`src/rtl/inv_factorial_seq.sv`:
```
// Sequential inverse factorial: finds the largest n with n! <= value, one multiply per cycle.
// Reports whether value is exactly n!, and whether the search stopped at the accumulator width.
module inv_factorial_seq #(
    parameter int WIDTH = 32,
    parameter int NW    = 5
) (
    input  logic             clk,
    input  logic             rst_n,
    input  logic             start,
    input  logic [WIDTH-1:0] value,
    output logic             busy,
    output logic             done,
    output logic [NW-1:0]    n_out,
    output logic             exact,
    output logic             sat
);

    typedef enum logic {IDLE, RUN} state_t;

    state_t           state_reg;
    logic [WIDTH-1:0] target_reg;
    logic [WIDTH-1:0] acc_reg;
    logic [NW-1:0]    k_reg;
    logic             busy_reg;
    logic             done_reg;
    logic [NW-1:0]    n_out_reg;
    logic             exact_reg;
    logic             sat_reg;

    logic [NW-1:0]      k_next;
    logic [2*WIDTH-1:0] prod_next;
    logic [WIDTH-1:0]   prod_hi;
    logic [WIDTH-1:0]   prod_lo;

    assign k_next    = k_reg + {{(NW-1){1'b0}}, 1'b1};
    assign prod_next = {{WIDTH{1'b0}}, acc_reg} * {{(2*WIDTH-NW){1'b0}}, k_next};
    assign prod_hi   = prod_next[2*WIDTH-1:WIDTH];
    assign prod_lo   = prod_next[WIDTH-1:0];

    always_ff @(posedge clk) begin
        if (!rst_n) begin
            state_reg  <= IDLE;
            target_reg <= '0;
            acc_reg    <= '0;
            k_reg      <= '0;
            busy_reg   <= 1'b0;
            done_reg   <= 1'b0;
            n_out_reg  <= '0;
            exact_reg  <= 1'b0;
            sat_reg    <= 1'b0;
        end else begin
            done_reg <= 1'b0;
            case (state_reg)
                IDLE: begin
                    if (start) begin
                        target_reg <= value;
                        acc_reg    <= {{(WIDTH-1){1'b0}}, 1'b1};
                        k_reg      <= {{(NW-1){1'b0}}, 1'b1};
                        exact_reg  <= 1'b0;
                        sat_reg    <= 1'b0;
                        busy_reg   <= 1'b1;
                        state_reg  <= RUN;
                    end
                end
                RUN: begin
                    if (acc_reg == target_reg) begin
                        n_out_reg <= k_reg;
                        exact_reg <= 1'b1;
                        sat_reg   <= 1'b0;
                        done_reg  <= 1'b1;
                        busy_reg  <= 1'b0;
                        state_reg <= IDLE;
                    end else if (acc_reg > target_reg) begin
                        // Only reachable for value 0, since acc starts at 1! = 1.
                        n_out_reg <= k_reg - {{(NW-1){1'b0}}, 1'b1};
                        exact_reg <= 1'b0;
                        sat_reg   <= 1'b0;
                        done_reg  <= 1'b1;
                        busy_reg  <= 1'b0;
                        state_reg <= IDLE;
                    end else if (prod_hi != '0) begin
                        n_out_reg <= k_reg;
                        exact_reg <= 1'b0;
                        sat_reg   <= 1'b1;
                        done_reg  <= 1'b1;
                        busy_reg  <= 1'b0;
                        state_reg <= IDLE;
                    end else if (prod_lo > target_reg) begin
                        // Stopping on the overshooting product keeps latency equal to n for
                        // inexact values, matching the exact case.
                        n_out_reg <= k_reg;
                        exact_reg <= 1'b0;
                        sat_reg   <= 1'b0;
                        done_reg  <= 1'b1;
                        busy_reg  <= 1'b0;
                        state_reg <= IDLE;
                    end else begin
                        acc_reg <= prod_lo;
                        k_reg   <= k_next;
                    end
                end
                default: state_reg <= IDLE;
            endcase
        end
    end

    assign busy  = busy_reg;
    assign done  = done_reg;
    assign n_out = n_out_reg;
    assign exact = exact_reg;
    assign sat   = sat_reg;

endmodule

```
`config.mk`:
```
export PLATFORM = sky130hd
export DESIGN_NAME = inv_factorial_seq
export DESIGN_NICKNAME = d
export VERILOG_FILES = /design/src/rtl/inv_factorial_seq.sv
export SDC_FILE = /design/constraint.sdc
export NUM_CORES = 1
export LEC_CHECK = 0
export CAP_MARGIN = 15
export CORE_ASPECT_RATIO = 1.4
export CORE_MARGIN = 2
export CORE_UTILIZATION = 39
export CTS_BUF_LIST = sky130_fd_sc_hd__clkbuf_8
export DETAILED_ROUTE_END_ITERATION = 12
export PLACE_DENSITY = 0.55
export SETUP_SLACK_MARGIN = 0.1
export SKIP_CTS_REPAIR_TIMING = 1
export SLEW_MARGIN = 10
export SYNTH_ARGS = -nofsm -noshare
export SYNTH_HDL_FRONTEND = slang
export SYNTH_SLANG_ARGS = --single-unit
```
`constraint.sdc`:
```
create_clock -name clk -period 10.1 [get_ports clk]
set_clock_uncertainty 0.15 [all_clocks]
set_input_delay 2.02 -clock clk [delete_from_list [all_inputs] [get_ports clk]]
set_output_delay 2.02 -clock clk [all_outputs]
set_load 0.005 [all_outputs]
```
==> impl_results.md, run 1 <==
* Outcome: finished, final reports clean
* Final setup viols at 0
* CORE AREA at 25200 um^2
* Vias in the first global route at 8410
* Most common cell in the synthesized netlist: inv_1
* Synth warn at 0
* FF+latch count, synth at 79
* Min Tclk post-route at 8.94 ns
* Leading post-synthesis cells by cell area: fa_1, dfxtp_1, ha_1, and2_1, inv_1
* Via count at 8242
* Worst Path Required at 10.22 ns
* Max cap viols at 0
* Top cell family by delay on the critical path: simple AND/OR/NAND/NOR gates
* CTS Sinks at 79
* Synth cell types at 70
* Ports at 44
* Die W at 139 um
* Area grow syn2layout at 9.53%
* Port bufs at 43
* Final wirelength at 27.0 mm
* CTS tree: done
* Chip Height at 193 um
* Max transition margin at 0.356
* Total GRT Usage at 0.206
* Syn_area_per_cell at 8.18 um^2
* Largest net degree at the start of global routing at 51
* Pwr dens at 68.3 nW/um^2
* Hold Vio Cnt, Final at 0
* Arrival time at the worst endpoint at 9.06 ns
* Post-synth top area share at 0.182
* Buf/Inv on CP at 3
* Layout Cells excl Fill at 1551
* Critical Path End Type: flop
* Hpwl dp at 21.7 mm
* Area leader, netlist: fa_1
* Leakage at 5.37 nW
* Post-route ant nets at 0
* First-pass GRT wire length at 43.8 mm
* Clock Latency Late Sink at 0.38 ns
* Hold crit path type: reg -> reg
* Worst-margin pin slew at 0.954 ns
* Final core occ at 0.431
* Clock buffer depth at 2
* Starting Density at 0.394
* Diode count at 0
* Net Count, Synth at 1450
* CTS Buf Count at 9
* Main synth FF type: dfxtp_1
* Violation count after the first detailed-routing iteration at 362
* GP Congestion at 0.867
* # DRC at 0
* RSZ-0062 raised after global routing: false
* Layout cells sized above 1 at 0.0341
* Max Fclk at 112 MHz
* Crit Path Category: reg -> reg
* Final slew viol count at 0
* CP startpoint kind: flop
* Async S/R FF share, synth at 0
* Slowest cell on crit path: dfxtp_1
* Tcrit/Tclk final at 0.885
* Drt pass-1 iters at 4
* Total congestion overflow at 0
* Layout Nets at 1463
* Syn Std Cell Area at 9930 um^2
* CTS root buf: clkbuf_8
* Row count at 69
* Setup TNS at 0 ns
* H-tree depth at 3
* Post-DR wirelength/cell at 17.4 um
* Placed cells at 1535
* Top cells by count, synth: inv_1, nand2_1, and2_1, ha_1, fa_1
* Gate Count Post-Synth at 1214
* EDFF count, synth at 0
* Sequential fraction of the synthesis area at 0.159
* Worst Path Max Fanout at 43
* Largest stage delay, worst path at 0.69 ns
* Initial antenna violation count at 0
* Via density per instance at 5.31
* Die area at 26800 um^2
* Max VDD drop at 0.105 mV
* Clock slew at reported path FFs at 0.09 ns
## metal layers
| layer | wire length [um] | part of all wire | global-route usage |
|---|---|---|---|
| met5 | 0 | 0 | 0 |
| met2 | 13000 | 0.48 | 0.361 |
| met1 | 12200 | 0.45 | 0.256 |
| met3 | 598 | 0.022 | 0.0189 |
| met4 | 1160 | 0.043 | 0.0963 |
## metrics by stage
step / power (mW) / instance area [um^2] / worst slack, ns / hold slack (ns)
3_5_place_dp: 0.477 / 10600 / 1.18 / 0.291
3_3_place_gp: 0.476 / 10600 / 1.38 / 0.294
5_1_grt: 0.781 / 10900 / 0.577 / 0.325
4_1_cts: 0.752 / 10900 / 1.15 / 0.310
6_report: 0.743 / 10900 / 1.16 / 0.305
2_1_floorplan: 0.424 / 9930 / 3.20 / 0.286
## layout make-up
cell class	count	area (um^2)
Clock buffer	10	138
Clock inverter	6	92.6
Fill cell	2614	14300
Sequential cell	79	1580
Tap cell	319	399
Timing Repair Buffer	51	490
Multi-Input combinational cell	936	7610
Inverter	150	563
## path summary, 6_finish.rpt
| kind | from | depth (start not counted) | end | slack (ns) |
|---|---|---|---|---|
| max | k_reg[0]$_SDFFE_PN0P_ | 27 | acc_reg[18]$_SDFFE_PN0P_ | 1.16 |
| min | target_reg[9]$_SDFFE_PN0P_ | 2 | target_reg[9]$_SDFFE_PN0P_ | 0.31 |
| max reg2reg | k_reg[0]$_SDFFE_PN0P_ | 27 | acc_reg[18]$_SDFFE_PN0P_ | 1.16 |
| min reg2reg | target_reg[9]$_SDFFE_PN0P_ | 2 | target_reg[9]$_SDFFE_PN0P_ | 0.31 |
## kinds of logic after synthesis
kind of cell | synth area share
buffers and inverters | 0.0773
flip-flops | 0.159
AO/OA/AOI/OAI | 0.155
AND/OR/NAND/NOR | 0.225
adder cells (fa/ha/maj) | 0.321
multiplexers | 0.0304
XOR/XNOR | 0.0309
## power breakdown
part / internal [mW] / leakage [nW] / switching (mW)
combinational: 0.0504 / 4.62 / 0.0864
clock: 0.147 / 0.109 / 0.127
sequential: 0.322 / 0.642 / 0.00944
## cell usage in the layout, fill, tap and decap left out, drive strengths merged, types with 4 or more instances in the layout
| master | count |
|---|---|
| nor3 | 7 |
| a311oi | 4 |
| nand2b | 4 |
| dfxtp | 79 |
| o21ai | 35 |
| xnor2 | 21 |
| xor2 | 14 |
| nand2 | 142 |
| nand4 | 24 |
| a21o | 36 |
| and2 | 116 |
| ha | 111 |
| buf | 8 |
| o21a | 10 |
| o211ai | 8 |
| a31oi | 7 |
| nor2b | 33 |
| a2111oi | 5 |
| and3 | 11 |
| a21boi | 11 |
| nand3 | 26 |
| clkbuf | 10 |
| a21oi | 85 |
| fa | 90 |
| nor2 | 52 |
| mux2i | 29 |
| clkdlybuf4s50 | 43 |
| a211oi | 11 |
| inv | 151 |
## worst min-delay path, stage by stage, from the launching register on
cell and delay [ns]:
dfxtp_1 0.31, nand2_1 0.05, a21oi_1 0.05
Note: power is estimated with default switching activity, not from simulation.
==> run 2: changes to the inputs <==
ABC_CLOCK_PERIOD_IN_PS = 10100   (was not set)
==> results of run 2 <==
Same layout as run 1: the final DEF is identical, and so are final timing and power.
